**src/rtl/uart_pkg.sv**
```systemverilog
// Shared constants, FSM state type and helpers for the UART receiver.
// Optional 8E1 framing is enabled by defining UART_RX_PARITY_EN.
package uart_pkg;

  localparam int CLK_FREQ_HZ      = 50_000_000;
  localparam int BAUD             = 115200;
  localparam int CLKS_PER_BIT_DEF = 434;
  localparam int DATA_BITS        = 8;

  typedef enum logic [2:0] {
    IDLE,
    START,
    DATA,
    PARITY,
    STOP,
    BREAK
  } uart_rx_state_t;

  // Result is 1 when the word plus its parity bit carry an odd number of ones.
  function automatic logic even_parity_error(input logic [DATA_BITS-1:0] data,
                                             input logic                 par_bit);
    return (^data) ^ par_bit;
  endfunction

endpackage

```
**src/rtl/uart_rx_sync.sv**
```systemverilog
// Two-flop synchroniser for the asynchronous rx line; both stages reset to
// the idle (high) level so the receiver never sees a false start after reset.
module uart_rx_sync (
  input  logic clk_50M,
  input  logic reset,
  input  logic d,
  output logic q
);

  logic meta_q;
  logic sync_q;

  always_ff @(posedge clk_50M) begin
    if (reset) begin
      meta_q <= 1'b1;
      sync_q <= 1'b1;
    end else begin
      meta_q <= d;
      sync_q <= meta_q;
    end
  end

  assign q = sync_q;

endmodule

```
**src/rtl/uart_rx.sv**
```systemverilog
// 8N1 UART receiver: mid-bit sampling, one-cycle rx_valid / frame_err strobes.
// Define UART_RX_PARITY_EN for 8E1 framing with an extra parity_err strobe.
module uart_rx
  import uart_pkg::*;
#(
  parameter int CLKS_PER_BIT = CLKS_PER_BIT_DEF,
  parameter int HALF_BIT     = CLKS_PER_BIT / 2
) (
  input  logic       clk_50M,
  input  logic       reset,
  input  logic       rx,
  output logic [7:0] rx_data,
  output logic       rx_valid,
  output logic       frame_err,
`ifdef UART_RX_PARITY_EN
  output logic       parity_err,
`endif
  output logic       busy
);

  localparam int CNT_W = $clog2(CLKS_PER_BIT);
  localparam int IDX_W = $clog2(DATA_BITS);

  localparam logic [CNT_W-1:0] CNT_FULL = CNT_W'(CLKS_PER_BIT - 1);
  localparam logic [CNT_W-1:0] CNT_HALF = CNT_W'(HALF_BIT - 1);
  localparam logic [IDX_W-1:0] IDX_LAST = IDX_W'(DATA_BITS - 1);

  logic rx_s;

  uart_rx_sync u_sync (
    .clk_50M (clk_50M),
    .reset   (reset),
    .d       (rx),
    .q       (rx_s)
  );

  uart_rx_state_t       state_q,     state_d;
  logic [CNT_W-1:0]     cnt_q,       cnt_d;
  logic [IDX_W-1:0]     bit_idx_q,   bit_idx_d;
  logic [DATA_BITS-1:0] shift_q,     shift_d;
  logic [7:0]           rx_data_q,   rx_data_d;
  logic                 rx_valid_q,  rx_valid_d;
  logic                 frame_err_q, frame_err_d;
  logic                 busy_q,      busy_d;
`ifdef UART_RX_PARITY_EN
  logic                 par_bit_q,    par_bit_d;
  logic                 parity_err_q, parity_err_d;
`endif

  always_comb begin
    state_d     = state_q;
    cnt_d       = cnt_q + CNT_W'(1);
    bit_idx_d   = bit_idx_q;
    shift_d     = shift_q;
    rx_data_d   = rx_data_q;
    rx_valid_d  = 1'b0;
    frame_err_d = 1'b0;
`ifdef UART_RX_PARITY_EN
    par_bit_d    = par_bit_q;
    parity_err_d = 1'b0;
`endif

    case (state_q)
      IDLE: begin
        cnt_d = '0;
        if (!rx_s) begin
          state_d = START;
        end
      end

      // Re-check the line at the middle of the start bit to reject glitches.
      START: begin
        if (cnt_q == CNT_HALF) begin
          cnt_d = '0;
          if (!rx_s) begin
            state_d   = DATA;
            bit_idx_d = '0;
          end else begin
            state_d = IDLE;
          end
        end
      end

      DATA: begin
        if (cnt_q == CNT_FULL) begin
          cnt_d              = '0;
          shift_d[bit_idx_q] = rx_s;
          if (bit_idx_q == IDX_LAST) begin
`ifdef UART_RX_PARITY_EN
            state_d = PARITY;
`else
            state_d = STOP;
`endif
          end else begin
            bit_idx_d = bit_idx_q + IDX_W'(1);
          end
        end
      end

`ifdef UART_RX_PARITY_EN
      PARITY: begin
        if (cnt_q == CNT_FULL) begin
          cnt_d     = '0;
          par_bit_d = rx_s;
          state_d   = STOP;
        end
      end
`endif

      // Returning to IDLE at mid-stop leaves half a bit to catch the next start.
      STOP: begin
        if (cnt_q == CNT_FULL) begin
          cnt_d = '0;
          if (rx_s) begin
            rx_data_d  = shift_q;
            rx_valid_d = 1'b1;
`ifdef UART_RX_PARITY_EN
            parity_err_d = even_parity_error(shift_q, par_bit_q);
`endif
            state_d = IDLE;
          end else begin
            frame_err_d = 1'b1;
            state_d     = BREAK;
          end
        end
      end

      BREAK: begin
        cnt_d = '0;
        if (rx_s) begin
          state_d = IDLE;
        end
      end

      default: begin
        cnt_d   = '0;
        state_d = IDLE;
      end
    endcase

    busy_d = (state_d != IDLE);
  end

  always_ff @(posedge clk_50M) begin
    if (reset) begin
      state_q     <= IDLE;
      cnt_q       <= '0;
      bit_idx_q   <= '0;
      shift_q     <= '0;
      rx_data_q   <= 8'h00;
      rx_valid_q  <= 1'b0;
      frame_err_q <= 1'b0;
      busy_q      <= 1'b0;
`ifdef UART_RX_PARITY_EN
      par_bit_q    <= 1'b0;
      parity_err_q <= 1'b0;
`endif
    end else begin
      state_q     <= state_d;
      cnt_q       <= cnt_d;
      bit_idx_q   <= bit_idx_d;
      shift_q     <= shift_d;
      rx_data_q   <= rx_data_d;
      rx_valid_q  <= rx_valid_d;
      frame_err_q <= frame_err_d;
      busy_q      <= busy_d;
`ifdef UART_RX_PARITY_EN
      par_bit_q    <= par_bit_d;
      parity_err_q <= parity_err_d;
`endif
    end
  end

  assign rx_data   = rx_data_q;
  assign rx_valid  = rx_valid_q;
  assign frame_err = frame_err_q;
  assign busy      = busy_q;
`ifdef UART_RX_PARITY_EN
  assign parity_err = parity_err_q;
`endif

endmodule

```
**config.mk**
```make
export PLATFORM = sky130hd
export DESIGN_NAME = uart_rx
export DESIGN_NICKNAME = d
export VERILOG_FILES = /design/src/rtl/uart_pkg.sv /design/src/rtl/uart_rx_sync.sv /design/src/rtl/uart_rx.sv
export SDC_FILE = /design/constraint.sdc
export NUM_CORES = 1
export LEC_CHECK = 0
export BUFFER_PORTS_ARGS = -buffer_cell sky130_fd_sc_hd__buf_2
export CAP_MARGIN = 20
export CORE_MARGIN = 10
export CORE_UTILIZATION = 63
export DETAILED_ROUTE_END_ITERATION = 16
export GPL_TIMING_DRIVEN = 0
export PLACE_DENSITY = 0.92
export SLEW_MARGIN = 10
export SYNTH_ARGS = -nofsm -noshare
export SYNTH_HDL_FRONTEND = slang
export SYNTH_SLANG_ARGS = --single-unit
```
**constraint.sdc**
```tcl
create_clock -name clk_50M -period 3.3 [get_ports clk_50M]
set_input_delay 0.165 -clock clk_50M [delete_from_list [all_inputs] [get_ports clk_50M]]
set_output_delay 0.165 -clock clk_50M [all_outputs]
set_load 0.01 [all_outputs]
```
==> summary by stage, run 1 <==
Run status
The flow ran to the end, and the final reports show no timing, DRC or antenna violations.

Synthesis
The share of synthesized area in the top cell type comes to 0.414. After synthesis the netlist holds a flip-flop and latch count of 36. During synthesis, Yosys emitted a total of 0 warnings.

The synthesized instance count is 181. The net count after synthesis is 189. The average size of a mapped cell is 9.61 µm². The post-synthesis cell type with the largest combined area is sky130_fd_sc_hd__dfxtp_1. The area of the mapped netlist is 0.00174 mm². The sequential area share after synthesis is 0.414. The count of different cell masters after synthesis is 40. Sorting the synthesized cells by area gives the leading types as sky130_fd_sc_hd__dfxtp_1 (41%), sky130_fd_sc_hd__mux2i_1 (8.6%), sky130_fd_sc_hd__nand2b_1 (4.7%).

Clock tree
In this run the deepest clock path goes through 2 buffers. Clock tree synthesis found a total of 36 sinks. The total clock buffers created by CTS is 5. TritonCTS built the clock tree. The cell at the root of the clock tree is sky130_fd_sc_hd__clkbuf_4. After clock tree synthesis, the clock-pin slew on the worst setup and hold paths is 0.11 ns. For the worst-skew pair, the clock arrives at the later sink with an insertion delay of 0.36 ns. The clock tree synthesis step divided the H-tree into 2 levels.

Placement
In this run, placement finished with an instance count of 223. Detailed placement ended at an HPWL of 2.68 mm. The number of I/O port buffers is 12. The congestion estimate from routability-driven global placement came to 0.869.

Finish
0 antenna diodes ended up in the layout. In the final layout, the multi-input gates occupy 946 µm². In the layout the commonest cells are sky130_fd_sc_hd__dfxtp_1 (36), sky130_fd_sc_hd__nor2_1 (20), sky130_fd_sc_hd__mux2i_1 (15), sky130_fd_sc_hd__buf_2 (13), sky130_fd_sc_hd__nand2b_1 (13).

Fill cells in the final layout number 171. Leaving out filler cells and counting taps, the final layout contains 232. The fraction of the core area covered by cells at the end of the flow is 0.763. Of the cells placed in the final design, the portion with a size suffix greater than 1 is 0.213. For this run, the post-layout net count is 209. The area of all sequential standard cells is 721 µm². Compared with the post-synthesis result, the final layout area differs by 11.7%. The library cell used most frequently in the layout, excluding fill and tap cells, is sky130_fd_sc_hd__dfxtp_1.

STA
The transition time of the tightest slew-check pin is 0.484 ns. The worst max-slew margin expressed relative to the limit is 0.677. The number of hold violations in the final report came to 0. The worst clock skew on the final layout is 0.00779 ns. For this run, the top clock speed supported by timing is 543 MHz. The final critical delay including setup and external delays is 1.84 ns. Setup violations remaining at the end of the flow were counted as 0. For the final routed database, the setup TNS stands at 0 ns. Setup repair after global routing left no endpoint under its margin. Of the available clock period, the critical path in the final layout requires 0.558. The number of max-slew violations in the final report is 0.

Floorplan
The core outline area is 0.00254 mm². The boundary pin count is 14. Measured along the x axis, the die boundary spans 72.5 µm. The initial core utilization is 0.683. In this run the vertical extent of the chip is 72.5 µm. The floorplan has 18 rows. The area of the die is 0.00526 mm².

Route
After detailed routing, the average wire length per cell comes to 15.4 µm. The final routed wirelength across all metal layers is 3.57 mm. The number of remaining DRC errors is 0. The total iterations of the first detailed-routing run is 4. The detailed router finished its first iteration with 149 violations. Dividing the detail-routed via count by the number of cells gives 5.81.

The number of vias in the routed layout is 1347. The detail route stage leaves a number of antenna-violating nets equal to 0.

Setup path
Counting cells, the worst reg-to-reg path comes to 6. The startpoint identified for the worst register-to-register timing path is bit_idx_q[0]. The arrival time reported for the critical path endpoint is 2.14 ns. The startpoint class of the critical path is a register. For flop-to-flop paths, the worst setup slack is 1.46 ns. The required time at the endpoint of the critical path is 3.60 ns. The maximum fanout encountered on the critical timing path is 7. The category of the most critical setup path is register to register.

The destination of the worst register-to-register timing path is bit_idx_q[1]. The nature of the critical path endpoint is a register.

Hold path
The class of the worst hold path is primary input to register. The worst hold path was traced through 4 stages. For hold timing, the worst endpoint is shift_q[7]. The origin of the worst min-delay path is reset.

Flow run
The count of maximum capacitance violations is 0.

Power and ir drop
For this design the total switching power over the nets is 0.000168 W. The power share of the sequential group is 0.539. The part of the total power dissipated in combinational logic is 0.031. The power per cell area is 420 mW/mm².

The cell leakage power is 0.803 nW. IR analysis of the VDD net gives a maximum drop of 377 µV. Internal power comes to 0.000648 W. Of the total power, the clock network draws 0.430.

Of the total power, the share spent switching nets is 0.206.

Global routing
The total congestion overflow after global routing is 0. The initial antenna violation count is 0. For this run, the total global-route usage over all layers was measured as 0.144. The largest net degree at the start of global routing is 12. The first-pass GRT wire length is 6.14 mm. The number of global-route vias before repair came to 1377.
## state kept, by name, summed over array words and instances (netlist names)
| name | flops |
|---|---|
| cnt_q | 9 |
| rx_data | 8 |
| shift_q | 8 |
| bit_idx_q | 3 |
| state_q | 3 |
| busy | 1 |
| frame_err | 1 |
| rx_valid | 1 |
| u_sync.meta_q | 1 |
| u_sync.q | 1 |
## critical path, cell delays in order, from the launching register on
cell and delay, ns:
sky130_fd_sc_hd__dfxtp_1 0.39, sky130_fd_sc_hd__ha_1 0.22, sky130_fd_sc_hd__ha_1 0.21, sky130_fd_sc_hd__nor4b_1 0.38
sky130_fd_sc_hd__and3_4 0.28, sky130_fd_sc_hd__nand4_1 0.11, sky130_fd_sc_hd__a31oi_1 0.19
## metal layers
metal / track usage / wire [µm] / up-vias / part of all wire
li1: - / - / 677 / -
met3: 0.0408 / 187 / 7 / 0.052
met4: 0.0654 / 66 / 0 / 0.019
met2: 0.245 / 1730 / 24 / 0.49
met5: 0 / 0 / - / 0
met1: 0.163 / 1580 / 639 / 0.44
## cell usage after synthesis
cell                        number
sky130_fd_sc_hd__a21oi_1         5
sky130_fd_sc_hd__xnor2_1         5
sky130_fd_sc_hd__nand4b_1        1
sky130_fd_sc_hd__a211oi_2        1
sky130_fd_sc_hd__nand4bb_1       1
sky130_fd_sc_hd__o21ba_2         1
sky130_fd_sc_hd__xor2_1          2
sky130_fd_sc_hd__and4bb_2        2
sky130_fd_sc_hd__or2_2           2
sky130_fd_sc_hd__a21boi_2        1
sky130_fd_sc_hd__and3_4          1
sky130_fd_sc_hd__nand2b_1       13
sky130_fd_sc_hd__nand3_1         5
sky130_fd_sc_hd__a21oi_2         8
sky130_fd_sc_hd__nor4b_2         1
sky130_fd_sc_hd__nor2b_1         1
sky130_fd_sc_hd__nand4_1         6
sky130_fd_sc_hd__ha_1            5
sky130_fd_sc_hd__and4b_1         2
sky130_fd_sc_hd__inv_1           4
sky130_fd_sc_hd__nor4_2          1
sky130_fd_sc_hd__o21ai_4         1
sky130_fd_sc_hd__nor4b_1         1
sky130_fd_sc_hd__o21ai_0         3
sky130_fd_sc_hd__nor3b_1         2
sky130_fd_sc_hd__dfxtp_1        36
sky130_fd_sc_hd__buf_2           1
sky130_fd_sc_hd__and3_1          6
sky130_fd_sc_hd__nor3_1          2
sky130_fd_sc_hd__o31ai_1         1
sky130_fd_sc_hd__nand2_1         9
sky130_fd_sc_hd__buf_6           3
sky130_fd_sc_hd__or3_1           2
sky130_fd_sc_hd__a311oi_1        1
sky130_fd_sc_hd__a31oi_1         3
sky130_fd_sc_hd__mux2i_1        15
sky130_fd_sc_hd__clkbuf_1        4
sky130_fd_sc_hd__buf_1           1
sky130_fd_sc_hd__or3b_1          2
sky130_fd_sc_hd__nor2_1         20
## worst max path at each step
stage	start	to	cells after the start	slack, ns
final	bit_idx_q[0]	bit_idx_q[1]	6	1.46
after global routing	bit_idx_q[1]	bit_idx_q[2]	6	1.33
after CTS	bit_idx_q[1]	bit_idx_q[1]	6	1.46
after detailed placement	bit_idx_q[1]	bit_idx_q[1]	6	1.49
after global placement	bit_idx_q[0]	bit_idx_q[1]	6	1.53
after floorplan	bit_idx_q[0]	bit_idx_q[1]	6	1.70
## power by group through the flow
stage,clock network [W],logic (W),registers [W]
2_1_floorplan,0,0.0000181,0.000450
3_3_place_gp,0,0.0000232,0.000450
3_5_place_dp,0,0.0000248,0.000450
4_1_cts,0.000351,0.0000257,0.000440
5_1_grt,0.000370,0.0000283,0.000441
6_report,0.000351,0.0000255,0.000440
## layout make-up
type,count,area share
plain buffers,9,0.0296
clock buffers,7,0.0335
clock inverters,1,0.0155
inverters,4,0.00773
multi-input cells,132,0.487
flip-flops and latches,36,0.371
well taps,30,0.0193
repair buffers,13,0.0361
## cell families (layout without fill, tap and decap cells)
logic type	after synthesis	after routing	share of synthesized area
AND/OR/NAND/NOR	80	80	0.274
flip-flops	36	36	0.414
AO/OA/AOI/OAI	25	25	0.112
multiplexers	15	15	0.0863
buffers and inverters	13	34	0.0417
XOR/XNOR	7	7	0.0353
adder cells (fa/ha/maj)	5	5	0.0360
## per-stage QoR
step | instance area (µm²) | setup WS [ns] | hold slack, ns | total power (W)
after floorplan | 1740 | 1.70 | 0.269 | 0.000468
after global placement | 1840 | 1.53 | 0.346 | 0.000473
after detailed placement | 1840 | 1.49 | 0.351 | 0.000475
after CTS | 1940 | 1.46 | 0.309 | 0.000817
after global routing | 1940 | 1.33 | 0.392 | 0.000839
final | 1940 | 1.46 | 0.295 | 0.000816
## timing repair
item,in CTS,in global routing
gates resized for setup,0,0
hold buffers,1,0
hold endpoints to repair,1,0
setup buffers,0,0
(Power assumes the default switching activity.)
==> run 2: changes to the inputs <==
- CORE_UTILIZATION: 63 -> 52
- PLACE_DENSITY: 0.92 -> 0.82
- clock period: 3.3 -> 1.6 ns (I/O delays scaled with it)
==> summary by stage, run 2 (synthesized netlist as in run 1, its figures left out) <==
STA
The final critical delay including setup and external delays came to 1.63 ns (-0.215 ns). The setup TNS was -0.0514 ns (-0.0514 ns). The final number of setup-violating endpoints was 3 (+3). The final critical-path share of the clock period is 1.02 (+0.459). The final worst slack was -0.0267 ns (-1.49 ns). The transition time of the tightest slew-check pin is 0.474 ns (-0.00982 ns). Setup repair after global routing could not meet its margin everywhere. The number of max-slew violations in the final report is 0 (unchanged). The worst max-slew margin expressed relative to the limit is 0.684 (+0.00655). The worst clock skew on the final layout is 0.00548 ns (-0.00231 ns). The number of hold violations in the final report is 0 (unchanged). The achievable clock frequency is 615 MHz (+13%).

Finish
Leaving out fill and tap cells, the most frequent cell in the layout is sky130_fd_sc_hd__dfxtp_1. The post-route standard cell area excluding fillers is 0.00219 mm² (+13%). The number of antenna repair diodes is 0 (unchanged). The net count of the finished layout came to 222 (+6.2%). The most flop-heavy register is cnt_q. The flip-flop count of the largest register after layout was 9 (unchanged). The top cell types in the final layout, fill and taps aside, are sky130_fd_sc_hd__dfxtp_1 (27), sky130_fd_sc_hd__nor2_1 (20), sky130_fd_sc_hd__mux2i_1 (15), sky130_fd_sc_hd__buf_4 (13). The count of placed standard cells in the final layout, fillers left out came to 259 (+12%). The share of layout cells above drive strength 1 was 0.367 (+0.155). The area growth from synthesis to final layout is 25.7%.

Setup path
The nature of the critical path endpoint is a register. The longest individual stage delay on the worst path came to 0.38 ns (about the same). The critical path in this run is classified as register to register.

The worst setup path startpoint is cnt_q[0]. The required time at the endpoint of the critical path came to 1.87 ns (-1.73 ns). The startpoint class of the critical path is a register. The destination of the worst register-to-register timing path is bit_idx_q[2].

The reg2reg setup slack is -0.03 ns (-1.49 ns). The number of cells on the critical path is 5 (-1). The arrival time reported for the critical path endpoint is 1.90 ns (-0.24 ns). The critical register-to-register path startpoint is cnt_q[0]. The timing endpoint of the critical path is bit_idx_q[2].

The family with the most delay on the worst path is simple AND/OR/NAND/NOR gates. The maximum fanout encountered on the critical timing path is 6 (-1). The buffering stage count on the worst path with inverters included is 0 (unchanged). The slowest cell on the critical path is sky130_fd_sc_hd__dfxtp_4. The depth of the most critical reg-to-reg path is 5 (-1). The critical path goes through ha_2 -> and4bb_4 -> and3_4 -> or3b_1 -> a31oi_1.

Route
The number of remaining DRC errors is 0 (unchanged). The average wire per standard cell is 15.3 µm (-0.25%). The violation count after the first detailed-route iteration is 102 (-32%). The total iterations of the first detailed-routing run is 4 (unchanged). The number of nets with antenna violations after routing is 0 (unchanged). The final routed wirelength across all metal layers was 3.97 mm (+11%).

The number of vias per cell is 5.49 (-5.5%). The number of vias in the routed layout came to 1421 (+5.5%).

Global routing
The largest net degree at the start of global routing was 12 (unchanged). The initial antenna violation count is 0 (unchanged). The first-pass GRT wire length is 6.18 mm (+0.55%). The total track usage is 0.126 (-0.0183).

The number of global-route vias before repair is 1327 (-3.6%). The total congestion overflow after global routing is 0 (unchanged).

Flow run
The count of maximum capacitance violations came to 0 (unchanged).

Run status
The final reports fail on negative setup slack. The flow ran to the end, but the final reports show violations.

Floorplan
The area of the die is 0.00606 mm² (+15%). The cell row count is 20 (+2). The boundary pin count is 14 (unchanged). The core outline area is 0.00313 mm² (+23%). The die boundary width is 77.8 µm (+7.3%). The overall die height is 77.8 µm (+7.3%). The initial core utilization is 0.556 (-0.127).

Power and ir drop
The switching share of power came to 0.221 (+0.0153). The part of the total power dissipated in combinational logic is 0.044 (+0.013). The peak ir drop on the vdd network is 358 µV (-5.0%). The power share of the sequential group is 0.559 (+0.020).

The cell internal power dissipation is 0.00126 W (+94%). The power per cell area is 737 mW/mm² (+75%). The proportion of power drawn by the clock network is 0.397 (-0.033). The switching power total is 0.000356 W (+110%).

The cell leakage power is 0.896 nW (+11%).

Clock tree
The source-to-sink clock delay at the later pin of the worst-skew pair is 0.35 ns (about the same). The clock-pin slew on the worst setup and hold paths is 0.11 ns (about the same). The H-tree depth was 2 (unchanged). TritonCTS built the clock tree.

The number of sinks on the clock net was 36 (unchanged). The total clock buffers created by CTS is 5 (unchanged). In this run the clock root is driven by a sky130_fd_sc_hd__clkbuf_4. The buffer levels on the longest clock path is 2 (unchanged).

Hold path
The tightest min-delay check is of the primary input to register type.

Placement
The number of I/O port buffers is 12 (unchanged). The cell area reported after detailed placement is 0.00186 mm² (+1.3%). The HPWL after detailed placement came to 2.47 mm (-7.9%). The post-place setup slack is -0.100 ns (-1.59 ns). The number of placed instances, taps included is 237 (+6.3%). The final weighted congestion in routability-driven placement is 0.873 (+0.44%).
==> run 2: tightest hold or removal path: stages <==
cell and delay (ns):
sky130_fd_sc_hd__clkbuf_1 0.19, sky130_fd_sc_hd__nor2b_1 0.16, sky130_fd_sc_hd__o21ai_0 0.08, sky130_fd_sc_hd__o31ai_1 0.06
==> run 2: power by group through the flow <==
stage               Sequential (W)  Clock, W  Combinational, W
global placement          0.000928         0         0.0000492
CTS                       0.000904  0.000651         0.0000580
global route              0.000901  0.000683         0.0000780
finish                    0.000900  0.000640         0.0000712
floorplan                 0.000928         0         0.0000373
detailed placement        0.000928         0         0.0000513
==> run 2: final cells by class <==
| type | count | area, µm² |
|---|---|---|
| buffer | 8 | 50.0 |
| inverter | 4 | 15.0 |
| clock inverter | 2 | 35.0 |
| fill | 232 | 942 |
| tap | 44 | 55.1 |
| sequential | 36 | 744 |
| clock buffer | 6 | 41.3 |
| timing repair buffer | 27 | 200 |
| multi-input combinational | 132 | 1040 |
==> run 2: layer usage <==
| metal | up-vias | share of wire | track usage |
|---|---|---|---|
| li1 | 701 | - | - |
| met1 | 675 | 0.38 | 0.124 |
| met2 | 31 | 0.53 | 0.228 |
| met3 | 14 | 0.057 | 0.0369 |
| met4 | 0 | 0.035 | 0.0766 |
| met5 | - | 0 | 0 |
==> run 2: worst min path at each step <==
stage               startpoint             to  slack [ns]  cells after the start
floorplan                   rx  u_sync.meta_q        0.18                      1
global placement            rx  u_sync.meta_q        0.27                      2
detailed placement          rx  u_sync.meta_q        0.27                      2
CTS                      reset     shift_q[7]        0.24                      4
global route             reset     shift_q[7]        0.30                      4
finish                   reset     shift_q[7]        0.25                      4
==> run 2: per-stage QoR <==
stage,util,power (W),hold WS (ns)
global route,0.699,0.00166,0.303
finish,0.699,0.00161,0.247
global placement,0.595,0.000977,0.265
CTS,0.661,0.00161,0.237
detailed placement,0.595,0.000979,0.271
floorplan,-,0.000965,0.184
==> run 2: timing repair <==
action	in CTS	in global routing
pin swaps	5	12
setup endpoints to repair	28	23
hold buffers	1	0
setup buffers	6	8
endpoints found under the hold margin	1	0
resized for setup	18	18
==> run 3: changes to the inputs <==
- CORE_MARGIN: 10 -> 2
==> summary by stage, run 3 (synthesized netlist as in run 1, its figures left out) <==
Run status
The flow ran to the end, but the final reports show violations. The final reports fail on negative setup slack.

Route
The number of remaining DRC errors came to 0 (unchanged). The final routed wirelength across all metal layers is 3.96 mm (-0.33%). The number of nets with antenna violations after routing came to 0 (unchanged). The number of vias per cell is 5.57 (+1.6%).

The average wire per standard cell is 15.5 µm (+1.2%). The total iterations of the first detailed-routing run came to 4 (unchanged). The number of vias in the routed layout came to 1421 (unchanged).

The violation count after the first detailed-route iteration is 69 (-32%).

Finish
The number of antenna repair diodes is 0 (unchanged). The share of layout cells above drive strength 1 is 0.336 (-0.0309). Relative to the synthesized area, the layout overhead comes to 21.7%. In the layout the commonest cells are sky130_fd_sc_hd__dfxtp_1 (28), sky130_fd_sc_hd__nor2_1 (20), sky130_fd_sc_hd__mux2i_1 (15), sky130_fd_sc_hd__nand2b_1 (12), sky130_fd_sc_hd__buf_2 (12). The most flop-heavy register is cnt_q. The net count of the finished layout is 218 (-1.8%). The commonest non-fill, non-tap cell in the layout is sky130_fd_sc_hd__dfxtp_1.

The fraction of the core area covered by cells at the end of the flow came to 0.677 (-0.0220). The flip-flop count of the largest register after layout is 9 (unchanged). The fill cell total of the finished layout came to 245 (+5.6%).

Setup path
The category of the most critical setup path is register to register. STA classifies the critical path startpoint as a register. On the critical path, the stage with the largest delay is an instance of sky130_fd_sc_hd__dfxtp_4.

The longest individual stage delay on the worst path is 0.37 ns (about the same). The nature of the critical path endpoint is a register. The maximum fanout encountered on the critical timing path is 5 (-1). The arrival time reported for the critical path endpoint was 1.93 ns (+0.03 ns). The kind of cell with the highest combined delay along the critical path is simple AND/OR/NAND/NOR gates. In this design, the critical path's most frequently occurring cell is sky130_fd_sc_hd__ha_2. The buffering stage count on the worst path with inverters included came to 0 (unchanged). Walking the worst path, the cells encountered are ha_2 -> ha_2 -> nor4b_4 -> and3_4 -> nand4_1 -> a31oi_1. The required time at the endpoint of the critical path came to 1.87 ns (about the same).

Placement
The number of I/O port buffers came to 12 (unchanged). The HPWL after detailed placement is 2.36 mm (-4.4%). The final weighted congestion in routability-driven placement is 0.791 (-9.4%).

The post-place setup slack is -0.0978 ns (+0.00255 ns).

STA
The final number of setup-violating endpoints is 6 (+3). The number of max-slew violations in the final report came to 0 (unchanged). The worst hold slack across all endpoints was 0.225 ns (-0.0223 ns). The achievable clock frequency was 604 MHz (-1.8%). Setup repair after global routing could not meet its margin everywhere. The final critical-path share of the clock period is 1.03 (+0.0183). The setup TNS is -0.0815 ns (-0.0302 ns). The worst max-slew margin expressed relative to the limit came to 0.704 (+0.0197). The number of hold violations in the final report came to 0 (unchanged). The worst clock skew on the final layout is 0.0126 ns (+0.00709 ns).

The final worst slack is -0.0560 ns (-0.0293 ns). The final critical delay including setup and external delays was 1.66 ns (+0.0293 ns). The transition time of the tightest slew-check pin was 0.444 ns (-0.0295 ns).

Clock tree
The total clock buffers created by CTS is 5 (unchanged). The CTS tree is built. The source-to-sink clock delay at the later pin of the worst-skew pair was 0.36 ns (about the same).

The buffer levels on the longest clock path came to 2 (unchanged). In this run the clock root is driven by a sky130_fd_sc_hd__clkbuf_4. The number of sinks on the clock net is 36 (unchanged). The clock-pin slew on the worst setup and hold paths is 0.12 ns (about the same). The H-tree depth came to 2 (unchanged).

Global routing
The initial antenna violation count is 0 (unchanged). The total congestion overflow after global routing was 0 (unchanged). The total track usage is 0.234 (+0.108). The largest net degree at the start of global routing came to 13 (+1). The first-pass GRT wire length came to 6.35 mm (+2.8%). The number of global-route vias before repair is 1392 (+4.9%).

Power and ir drop
The cell internal power dissipation came to 0.00125 W (-0.56%). The cell leakage power is 0.870 nW (-2.8%). The power share of the sequential group came to 0.557 (-0.002). The proportion of power drawn by the clock network came to 0.402 (+0.005). The total power is 0.00162 W (+0.27%).

The peak ir drop on the vdd network is 596 µV (+67%). The switching share of power came to 0.227 (+0.00646). The part of the total power dissipated in combinational logic is 0.041 (-0.003). The switching power total is 0.000368 W (+3.2%). The power per cell area came to 763 mW/mm² (+3.5%).

Floorplan
The die boundary width is 61.8 µm (-21%). The area of the die came to 0.00382 mm² (-37%). The cell row count is 20 (unchanged).

The initial core utilization is 0.556 (unchanged). The overall die height is 61.8 µm (-21%). The boundary pin count came to 14 (unchanged).

The core outline area is 0.00313 mm² (unchanged).

Flow run
The count of maximum capacitance violations is 0 (unchanged).

Hold path
In this run the worst hold path is classified as primary input to register.
## run 3: changes by cell type in the layout (fill, tap and decap cells not counted), sizes merged
cell	delta
clkbuf	-1
buf	-4
clkinvlp	+1
## run 3: worst paths after layout
check	startpoint	to	slack, ns	cells after the start
min reg2reg	u_sync.meta_q	u_sync.q	0.41	1
max	bit_idx_q[0]	bit_idx_q[1]	-0.06	6
max reg2reg	bit_idx_q[0]	bit_idx_q[1]	-0.06	6
min	reset	shift_q[7]	0.22	4
## run 3: cell type report
| type | count | area, µm² | area share |
|---|---|---|---|
| Inverter | 4 | 15.0 | 0.00709 |
| Timing Repair Buffer | 23 | 158 | 0.0745 |
| Buffer | 8 | 50.0 | 0.0236 |
| Multi-Input combinational cell | 132 | 1020 | 0.480 |
| Tap cell | 44 | 55.1 | 0.0260 |
| Clock inverter | 3 | 42.5 | 0.0201 |
| Sequential cell | 36 | 743 | 0.351 |
| Clock buffer | 5 | 37.5 | 0.0177 |
## run 3: power groups by stage
stage / sequential (W) / combinational, W / clock, W
global route: 0.000901 / 0.0000718 / 0.000710
global placement: 0.000928 / 0.0000492 / 0
CTS: 0.000905 / 0.0000586 / 0.000663
finish: 0.000900 / 0.0000663 / 0.000649
detailed placement: 0.000928 / 0.0000497 / 0
floorplan: 0.000928 / 0.0000373 / 0
## run 3: what timing repair did
item | 4_1_cts | 5_1_grt
endpoints found under the setup margin | 29 | 30
buffers inserted | 7 | 3
hold buffers | 1 | 0
pin swaps | 6 | 11
endpoints found under the hold margin | 1 | 0
resized for setup | 16 | 12
## run 3: through the flow
step	cells	instance area (µm²)
after floorplan	181	1750
after global placement	237	1860
after detailed placement	237	1860
after CTS	253	2070
after global routing	255	2120
final	255	2120
## run 3: worst reg2reg max path, stage by stage (launching register included)
cell                      delay (ns)
sky130_fd_sc_hd__dfxtp_4        0.37
sky130_fd_sc_hd__ha_2           0.17
sky130_fd_sc_hd__ha_2           0.20
sky130_fd_sc_hd__nor4b_4        0.25
sky130_fd_sc_hd__and3_4         0.26
sky130_fd_sc_hd__nand4_1        0.11
sky130_fd_sc_hd__a31oi_1        0.22
## run 3: routing by layer
metal,track usage,wire [µm]
met2,0.409,2030
met1,0.258,1590
met5,0,0
met3,0.0725,241
met4,0.106,96
